### src/rtl/afe_pkg.sv
// Shared constants for the multi-channel AFE time-over-threshold block:
// register map, SPI frame layout and channel FSM state encoding.
package afe_pkg;

  localparam logic [6:0] ADDR_GPIO   = 7'h00;
  localparam logic [6:0] ADDR_HIT    = 7'h01;
  localparam logic [6:0] ADDR_OVF    = 7'h02;
  localparam logic [6:0] ADDR_BUSY   = 7'h03;
  localparam logic [6:0] ADDR_TOT_LO = 7'h10;
  localparam logic [6:0] ADDR_TOT_HI = 7'h20;
  localparam logic [6:0] ADDR_TOA_LO = 7'h30;
  localparam logic [6:0] ADDR_TOA_HI = 7'h40;

  localparam int CMD_WR_BIT = 7;
  localparam int FRAME_BITS = 16;

  typedef enum logic [1:0] {
    ST_IDLE  = 2'd0,
    ST_ARMED = 2'd1,
    ST_COUNT = 2'd2,
    ST_DONE  = 2'd3
  } chan_state_t;

  function automatic logic is_busy(input chan_state_t s);
    return (s == ST_ARMED) || (s == ST_COUNT);
  endfunction

endpackage

### src/rtl/afe_tot_channel.sv
// One comparator channel: injection-gated TOT counter with hit/overflow flags.
// Optional TOA counter (cycles spent armed) is built when AFE_TOA_EN is defined.
module afe_tot_channel
  import afe_pkg::*;
#(
  parameter int TOT_WIDTH = 8
) (
  input  logic                 clk,
  input  logic                 rst,
  input  logic                 inj,
  input  logic                 inj_rise,
  input  logic                 inj_fall,
  input  logic                 comp,
  output chan_state_t          state,
  output logic                 hit,
  output logic                 ovf,
  output logic [TOT_WIDTH-1:0] tot
`ifdef AFE_TOA_EN
  ,
  output logic [TOT_WIDTH-1:0] toa
`endif
);

  localparam logic [TOT_WIDTH-1:0] CNT_MAX = '1;
  localparam logic [TOT_WIDTH-1:0] CNT_ONE = TOT_WIDTH'(1);

  always_ff @(posedge clk) begin
    if (rst) begin
      state <= ST_IDLE;
      tot   <= '0;
      hit   <= 1'b0;
      ovf   <= 1'b0;
`ifdef AFE_TOA_EN
      toa   <= '0;
`endif
    end else if (inj_rise) begin
      // A new injection always re-arms, whatever the channel was doing.
      state <= ST_ARMED;
      tot   <= '0;
      hit   <= 1'b0;
      ovf   <= 1'b0;
`ifdef AFE_TOA_EN
      toa   <= '0;
`endif
    end else begin
      case (state)
        ST_ARMED: begin
          if (comp) begin
            state <= ST_COUNT;
            tot   <= CNT_ONE;
            hit   <= 1'b1;
          end else if (!inj) begin
            state <= ST_DONE;
            tot   <= '0;
            hit   <= 1'b0;
          end
        end
        ST_COUNT: begin
          if (comp && inj) begin
            if (tot == CNT_MAX) ovf <= 1'b1;
            else                tot <= tot + CNT_ONE;
          end else begin
            state <= ST_DONE;
          end
        end
        default: ;
      endcase
`ifdef AFE_TOA_EN
      if (state == ST_ARMED && toa != CNT_MAX) toa <= toa + CNT_ONE;
`endif
      // Hit is only meaningful while the injection window is open.
      if (inj_fall) hit <= 1'b0;
    end
  end

endmodule

### src/rtl/afe_tot_multi.sv
// Multi-channel AFE TOT block: input synchronisers, per-channel TOT engines and
// a CLK-domain SPI register slave. TOA registers exist only with AFE_TOA_EN.
module afe_tot_multi
  import afe_pkg::*;
#(
  parameter int N_CH        = 4,
  parameter int TOT_WIDTH   = 8,
  parameter int SYNC_STAGES = 2
) (
  input  logic            CLK,
  input  logic            RST,
  input  logic            INJ_IN,
  input  logic [N_CH-1:0] COMP,
  output logic [N_CH-1:0] HIT,
  output logic            INJ_OUT,
  input  logic            SCLK,
  input  logic            CS_B,
  input  logic            MOSI,
  output logic            MISO,
  output logic [7:0]      GPIO,
  output logic            LED
);

  localparam int SW = N_CH + 4;
  // Chip select idles high so reset never looks like the start of a frame.
  localparam logic [SW-1:0] SYNC_RST = {4'b0100, {N_CH{1'b0}}};
  localparam logic [4:0] FRAME_CNT = 5'(FRAME_BITS);
  localparam logic [4:0] CMD_CNT   = 5'(FRAME_BITS / 2);

  logic [SW-1:0]   sync_q [SYNC_STAGES];
  logic [SW-1:0]   sync_out;
  logic [N_CH-1:0] comp_s;
  logic            inj_s, sclk_s, cs_s, mosi_s;
  logic            inj_d, sclk_d, cs_d;
  logic            inj_rise, inj_fall, sclk_rise, sclk_fall, cs_rise;

  assign INJ_OUT = INJ_IN;

  always_ff @(posedge CLK) begin
    if (RST) begin
      for (int i = 0; i < SYNC_STAGES; i++) sync_q[i] <= SYNC_RST;
    end else begin
      sync_q[0] <= {MOSI, CS_B, SCLK, INJ_IN, COMP};
      for (int i = 1; i < SYNC_STAGES; i++) sync_q[i] <= sync_q[i-1];
    end
  end

  assign sync_out = sync_q[SYNC_STAGES-1];
  assign comp_s   = sync_out[N_CH-1:0];
  assign inj_s    = sync_out[N_CH];
  assign sclk_s   = sync_out[N_CH+1];
  assign cs_s     = sync_out[N_CH+2];
  assign mosi_s   = sync_out[N_CH+3];

  always_ff @(posedge CLK) begin
    if (RST) begin
      inj_d  <= 1'b0;
      sclk_d <= 1'b0;
      cs_d   <= 1'b1;
    end else begin
      inj_d  <= inj_s;
      sclk_d <= sclk_s;
      cs_d   <= cs_s;
    end
  end

  assign inj_rise  = inj_s & ~inj_d;
  assign inj_fall  = ~inj_s & inj_d;
  assign sclk_rise = sclk_s & ~sclk_d & ~cs_s;
  assign sclk_fall = ~sclk_s & sclk_d & ~cs_s;
  assign cs_rise   = cs_s & ~cs_d;

  chan_state_t     ch_state [N_CH];
  logic [N_CH-1:0] ovf;
  logic [N_CH-1:0] busy;
  logic [15:0]     tot_ext [N_CH];
`ifdef AFE_TOA_EN
  logic [15:0]     toa_ext [N_CH];
`endif

  for (genvar g = 0; g < N_CH; g++) begin : g_ch
    logic [TOT_WIDTH-1:0] tot;
`ifdef AFE_TOA_EN
    logic [TOT_WIDTH-1:0] toa;
`endif
    afe_tot_channel #(.TOT_WIDTH(TOT_WIDTH)) u_ch (
      .clk      (CLK),
      .rst      (RST),
      .inj      (inj_s),
      .inj_rise (inj_rise),
      .inj_fall (inj_fall),
      .comp     (comp_s[g]),
      .state    (ch_state[g]),
      .hit      (HIT[g]),
      .ovf      (ovf[g]),
      .tot      (tot)
`ifdef AFE_TOA_EN
      ,
      .toa      (toa)
`endif
    );
    assign tot_ext[g] = 16'(tot);
`ifdef AFE_TOA_EN
    assign toa_ext[g] = 16'(toa);
`endif
    assign busy[g] = is_busy(ch_state[g]);
  end

  assign LED = |HIT;

  logic [4:0] bit_cnt;
  logic [7:0] rx_sr, rx_next, cmd, tx_sr, rd_mux;
  logic [6:0] rd_addr;

  assign rx_next = {rx_sr[6:0], mosi_s};

  // Decoded from the command byte as it completes, so the snapshot lands on the 8th edge.
  always_comb begin
    rd_mux  = '0;
    rd_addr = rx_next[6:0];
    case (rd_addr)
      ADDR_GPIO: rd_mux = GPIO;
      ADDR_HIT:  rd_mux = 8'(HIT);
      ADDR_OVF:  rd_mux = 8'(ovf);
      ADDR_BUSY: rd_mux = 8'(busy);
      default:   ;
    endcase
    for (int c = 0; c < N_CH; c++) begin
      if (rd_addr == ADDR_TOT_LO + 7'(c)) rd_mux = tot_ext[c][7:0];
      if (rd_addr == ADDR_TOT_HI + 7'(c)) rd_mux = tot_ext[c][15:8];
`ifdef AFE_TOA_EN
      if (rd_addr == ADDR_TOA_LO + 7'(c)) rd_mux = toa_ext[c][7:0];
      if (rd_addr == ADDR_TOA_HI + 7'(c)) rd_mux = toa_ext[c][15:8];
`endif
    end
  end

  always_ff @(posedge CLK) begin
    if (RST) begin
      bit_cnt <= '0;
      rx_sr   <= '0;
      cmd     <= '0;
      tx_sr   <= '0;
      MISO    <= 1'b0;
      GPIO    <= '0;
    end else if (cs_s) begin
      bit_cnt <= '0;
      MISO    <= 1'b0;
      if (cs_rise && bit_cnt == FRAME_CNT && cmd[CMD_WR_BIT] && cmd[6:0] == ADDR_GPIO)
        GPIO <= rx_sr;
    end else begin
      if (sclk_rise) begin
        rx_sr <= rx_next;
        if (bit_cnt != 5'h1F) bit_cnt <= bit_cnt + 5'd1;
        if (bit_cnt == CMD_CNT - 5'd1) begin
          cmd   <= rx_next;
          tx_sr <= rd_mux;
        end
      end
      if (sclk_fall) begin
        if (bit_cnt >= CMD_CNT && bit_cnt < FRAME_CNT) begin
          MISO  <= tx_sr[7];
          tx_sr <= {tx_sr[6:0], 1'b0};
        end else begin
          MISO <= 1'b0;
        end
      end
    end
  end

endmodule

### config.mk
export PLATFORM = sky130hd
export DESIGN_NAME = afe_tot_multi
export DESIGN_NICKNAME = d
export VERILOG_FILES = /design/src/rtl/afe_pkg.sv /design/src/rtl/afe_tot_channel.sv /design/src/rtl/afe_tot_multi.sv
export SDC_FILE = /design/constraint.sdc
export NUM_CORES = 1
export LEC_CHECK = 0
export ABC_AREA = 1
export CORE_ASPECT_RATIO = 0.9
export CORE_MARGIN = 2
export CORE_UTILIZATION = 30
export CTS_CLUSTER_SIZE = 25
export DETAILED_ROUTE_END_ITERATION = 6
export SETUP_SLACK_MARGIN = 0.15
export SYNTH_ARGS = -nofsm -noshare
export SYNTH_HDL_FRONTEND = slang
export SYNTH_HIERARCHICAL = 1
export SYNTH_SLANG_ARGS = --single-unit
### constraint.sdc
create_clock -name CLK -period 1.9 [get_ports CLK]
set_input_delay 0.19 -clock CLK [delete_from_list [all_inputs] [get_ports CLK]]
set_output_delay 0.19 -clock CLK [all_outputs]
set_load 0.02 [all_outputs]
# ---- Word-level counts from Yosys, hierarchy flattened
# Memories as Yosys holds them, arrays and structs flattened.
# Index checks and enable logic that the tools add are counted.
dict set report word_totals {
  regBits 89
  n_memories 1
  ramBits 16
  input_bits 10
  out_inout_bits 15
}
dict set report classes {
  reduce_logical 50
  addsub 5
  magnitude_cmp 2
  n_bitwise 15
  eq_ne 54
  mux 58
}
# memory words width read_ports rd_ports_with_merged_regs wr line_no
set memory_table {}
lappend memory_table {sync_q 2 8 2 0 2 afe_tot_multi.sv:30} ;# logic [SW-1:0] sync_q [SYNC_STAGES];
# op n
set op_table {}
lappend op_table {{$mux W8} 27}
lappend op_table {{$pmux W8 S2} 4}
lappend op_table {{$reduce_and A3 Y1} 13}
lappend op_table {{$add A8 B1 Y8 const B} 4}
lappend op_table {{$eq A8 B8 Y1 const B} 4}
lappend op_table {{$pmux W8 S4} 1}
lappend op_table {{$eq A7 B5 Y1 const B} 4}
lappend op_table {{$eq A7 B6 Y1 const B} 4}
lappend op_table {{$ne A2 B2 Y1 const B} 12}
lappend op_table {{$ne A3 B3 Y1 const B} 7}
lappend op_table {{$mux W2} 9}
lappend op_table {{$ne A4 B3 Y1 const B} 4}
lappend op_table {{$pmux W2 S2} 4}
lappend op_table {{$reduce_and A4 Y1} 4}
lappend op_table {{$eq A7 B2 Y1 const B} 2}
lappend op_table {{$logic_not A7 Y1} 2}
lappend op_table {{$reduce_and A2 Y1} 7}
lappend op_table {{$mux W1} 13}
lappend op_table {{$reduce_bool A3 Y1} 4}
lappend op_table {{$eq A2 B1 Y1 const B} 4}
lappend op_table {{$eq A2 B2 Y1 const B} 4}
lappend op_table {{$logic_and A1 B1 Y1} 8}
lappend op_table {{$ne A2 B1 Y1 const B} 4}
lappend op_table {{$reduce_bool A2 Y1} 4}
lappend op_table {{other kinds (15)} 31}

# ---- Logic depth before layout (Yosys ltp)
dict set report depth {
  depth_word 15
  mapped_depth 12
}

# ---- Hierarchy
# The synthesis kept the hierarchy.
# mod seq_area_each_um2 area_each_um2 n_inst cells_each
set modules_own_cells {}
lappend modules_own_cells {afe_tot_channel 240.2 693.2 4 102}
lappend modules_own_cells {afe_tot_multi 1141.1 2717.6 1 396}

# ---- Least setup slack after synthesis
# OpenSTA, ideal clock, no wires.
dict set report synth_timing {
  path_type {register to register}
  start {memory sync_q[0][12] in the netlist's numbering}
  end {register g_ch[0].u_ch.tot[4]}
  arrival_ns 1.524
  n_path_buf 0
  setup_slack_ns 0.261
  path_stages_with_launch 9
  setup_ns 0.115
  synth_period_minus_slack_ns 1.639
  path_cell_list {dfxtp_1 > inv_1 > nor2_1 > nor2_2 > nand2_1 > clkinv_1 > nand2_1 > nand3_1 > and2_1}
}
# item line_no
set synth_lines {}
lappend synth_lines {{start: declaration} afe_tot_multi.sv:30}
lappend synth_lines {{end signal: assignment} afe_tot_channel.sv:61} ;# else tot <= tot + CNT_ONE;
lappend synth_lines {{end: declaration} afe_tot_channel.sv:17} ;# output logic [TOT_WIDTH-1:0] tot

# ---- Worst setup path in the final report
dict set report layout_timing {
  start {register g_ch[0].u_ch.hit}
  end {output port HIT[0]}
}
# item line_no
set layout_lines {}
lappend layout_lines {{start: declaration} afe_tot_channel.sv:15} ;# output logic hit,
lappend layout_lines {{start signal: assignment} afe_tot_channel.sv:31} ;# hit <= 1'b0;
lappend layout_lines {{start signal: assignment} afe_tot_channel.sv:40} ;# hit <= 1'b0;
lappend layout_lines {{start signal: assignment} afe_tot_channel.sv:51} ;# hit <= 1'b1;
lappend layout_lines {{end: declaration} afe_tot_multi.sv:14} ;# output logic [N_CH-1:0] HIT,
# No word-level cell between the ends.

==> results.sh <==
export IMPL_outcome="complete, no violations"
export IMPL_r2r_start="rx_sr[4]$_SDFFE_PP0P_"
export IMPL_grt_ovfl_total=0
export IMPL_cap_violations=0
export IMPL_drc_errors=0
export IMPL_clock_skew_ns=0.007932
export IMPL_dr_total_vias=5030
export IMPL_crit_type="flip-flop to output pin"
export IMPL_routed_via_density=4.573
export IMPL_htreeDepth=3
export IMPL_layout_min_cycle_time_ns=1.666
export IMPL_ff2ff_path_depth=13
export IMPL_grt_max_degree=22
export IMPL_slew_headroom_pct=60.15
export IMPL_setup_worst_path_end_class="output pin"
export IMPL_die_x_microns=146.6
export IMPL_fp_coreArea_sq_mm=0.01778
export IMPL_crit_path_start="g_ch[0].u_ch/hit$_SDFFE_PP0P_"
export IMPL_cts_tree="built"
export IMPL_cp_max_fo=3
export IMPL_multiInputGateArea_sq_mm=0.002953
export IMPL_synth_area_per_cell_sq_um=6.829
export IMPL_post_synth_instance_area_sq_mm=0.005490
export IMPL_drive_gt1_share_pct=16.40
export IMPL_leakage_nw=2.715
export IMPL_io_pins=25
export IMPL_clock_sinks=105
export IMPL_power_density_mw_per_mm2=695.2
export IMPL_ys_ff_latch=105
export IMPL_syn_num_nets=821
export IMPL_reg2reg_setup_slack_ns=0.25
export IMPL_synth_area_leaders="dfxtp_1 38%, nand2_1 11%, nor2_1 9.8%, inv_1 6.4%, nand3_1 4.4%"
export IMPL_ys_warn_count=6
export IMPL_critPathMaxStageDelay_ns=0.61
export IMPL_crit_chain="buf_4 -> clkdlybuf4s50_1"
export IMPL_hold_path_class="primary input to flip-flop"
export IMPL_cp_depth=2
export IMPL_synth_distinct_cells=36
export IMPL_wl_microns=13510
export IMPL_num_rows=46
export IMPL_path_buf_inv=2
export IMPL_synth_largest_area_cell="dfxtp_1"
export IMPL_die_y_microns=132.3
export IMPL_drt_wirelength_per_cell_microns=12.29
export IMPL_dr_first_iter_drc_count=274
export IMPL_crit_family="buffers and inverters"
export IMPL_dp_hpwl_microns=10260
export IMPL_r2r_end="tx_sr[7]$_SDFFE_PP0N_"
export IMPL_hold_depth=2
export IMPL_start_util_pct=30.87
export IMPL_yosys_area_top_type_share_pct=38.29
export IMPL_cts_made_buffers=9
export IMPL_die_area_sq_mm=0.01940
export IMPL_seqCellArea_sq_mm=0.002103
export IMPL_setup_tns_ns=0
export IMPL_worstPathRequired_ns=1.71
export IMPL_drt_pass1_iter_count=5
export IMPL_area_growth_pct=18.98
export IMPL_clock_fmax_mhz=600.3
export IMPL_finalCritPeriodShare_pct=87.68
export IMPL_design_area_sq_mm=0.006533
export IMPL_fillCellCount=1888
export IMPL_ir_drop_v=0.0006509
export IMPL_fin_nets=872
export IMPL_ant_nets=0
export IMPL_antennaDiodeCount=0
export IMPL_antenna_found_initial=0
export IMPL_port_buffer_count=24
export IMPL_grt_pass1_vias=4490
export IMPL_cts_max_path_buffers=2
export IMPL_hold_viol=0
export IMPL_cp_arrival_ns=1.48
export IMPL_insertion_delay_ns=0.36
export IMPL_path_clk_slew_ns=0.07
export IMPL_netlist_instances=804
export IMPL_finalMaxSlewViolations=0
export IMPL_rsz0062_at_grt="no"
export IMPL_setup_viol=0
export IMPL_grt_pass1_wl_microns=22460
export IMPL_grtUsageTotal_pct=14.41
export IMPL_cts_root_buffer="clkbuf_16"
export IMPL_gp_congestion=0.8600
export IMPL_start_kind="flip-flop"
export IMPL_postCtsHoldBufs=0
export IMPL_post_dp_cell_area_sq_mm=0.006121
export IMPL_worstMarginPinSlew_ns=0.5955
export IMPL_cpMaxStageDelayCell="clkdlybuf4s50_1"
export IMPL_yosysSeqAreaShare_pct=38.29
export IMPL_critPathCapture="HIT[0]"
## through the flow
| step | util (%) | instances | hold WS, ns | setup slack (ns) | total power [W] |
|---|---|---|---|---|---|
| final | 36.73 | 1100 | 0.07566 | 0.2342 | 0.004541 |
| after global routing | 36.73 | 1100 | 0.08822 | 0.1469 | 0.004743 |
| after CTS | 36.04 | 1093 | 0.06844 | 0.1202 | 0.004576 |
| after detailed placement | 34.42 | 1077 | 0.3945 | -0.06479 | 0.002745 |
| after global placement | 34.42 | 1077 | 0.3894 | -0.01245 | 0.002744 |
| after floorplan | - | 804 | 0.2591 | 0.2614 | 0.002627 |
## layout make-up
cell class | instances | share of cell area (%)
inverter | 116 | 6.857
clock buffer | 11 | 3.716
tap | 240 | 4.597
sequential | 105 | 32.20
clock inverter | 5 | 0.6895
multi-input combinational | 572 | 45.20
timing repair buffer | 51 | 6.742
## worst register-to-register path, cell delays in order (launching register included)
cell     delay, ns
dfxtp_2       0.33
buf_4         0.14
inv_4         0.07
nand3_4       0.13
nor3_4        0.30
buf_4         0.17
nand2_1       0.05
nand2_1       0.07
a21oi_1       0.04
nand3_1       0.08
nand2_1       0.06
nand2_1       0.06
nand2_1       0.04
nand2_1       0.04
## what timing repair did
item,in CTS,in global routing
pin swaps,0,4
endpoints found under the hold margin,0,0
resized for setup,2,18
endpoints found under the setup margin,9,10
setup buffers,0,7
## layout by cell type, fill, tap and decap left out, types with 9 or more instances in the layout
cell type	n
clkdlybuf4s50_1	22
inv_2	14
nor2_2	15
dfxtp_1	104
nor2_1	141
buf_4	25
nor2_4	10
nand2_4	13
nand2_1	164
o21ai_0	40
nand2_2	18
nand3_1	48
a21oi_1	43
clkbuf_16	9
inv_1	93
## state kept, by name, summed over array words and instances (netlist names)
name	count
GPIO	8
inj_d	1
MISO	1
g_ch.u_ch/tot	32
sync_q	16
cs_d	1
rx_sr	8
g_ch.u_ch/hit	4
sclk_d	1
g_ch.u_ch/state	8
tx_sr	8
cmd	8
g_ch.u_ch/ovf	4
bit_cnt	5
## synthesized netlist by cell type, drive strengths merged
master	instances
clkbuf	5
buf	6
nor2	166
nand4	7
a211oi	10
clkinv	4
a21oi	44
a22oi	4
or2	2
o21ai	48
dfxtp	105
ha	7
nand2	195
or4	1
o21a	8
inv	112
and2	4
nor4	1
o21bai	8
nand3	53
nor3	14
## metal layers
layer	vias to the layer above	track usage, %	share of wire [%]
met1	2252	21.42	53
met5	-	0	0
met4	0	5.070	1.4
met3	14	2.976	4.8
li1	2656	-	-
met2	108	20.42	40
## worst min path at each step
stage               slack, ns                     from                                  to
global placement         0.39  sync_q[0][7]$_SDFF_PP0_            sync_q[0][15]$_SDFF_PP0_
detailed placement       0.39  sync_q[0][6]$_SDFF_PP1_            sync_q[0][14]$_SDFF_PP1_
floorplan                0.26                      RST  g_ch[0].u_ch/state[0]$_SDFFE_PP0P_
CTS                      0.07                      RST            sync_q[0][13]$_SDFF_PP0_
global route             0.09                      RST            sync_q[0][13]$_SDFF_PP0_
finish                   0.08                      RST            sync_q[0][13]$_SDFF_PP0_
## logic make-up (layout without fill, tap and decap cells)
logic type               count (synthesis)  count (layout)  synth area share [%]
AO/OA/AOI/OAI                          122             122                 13.01
flip-flops                             105             105                 38.29
AND/OR/NAND/NOR                        443             443                 37.99
buffers and inverters                  127             183                 9.116
adder cells (fa/ha/maj)                  7               7                 1.595
## where the power goes
part,internal (W),switching (W)
registers,0.00224,0.0000588
clock network,0.000950,0.000888
logic,0.000140,0.000259
Note: power is estimated with default switching activity, not from simulation.
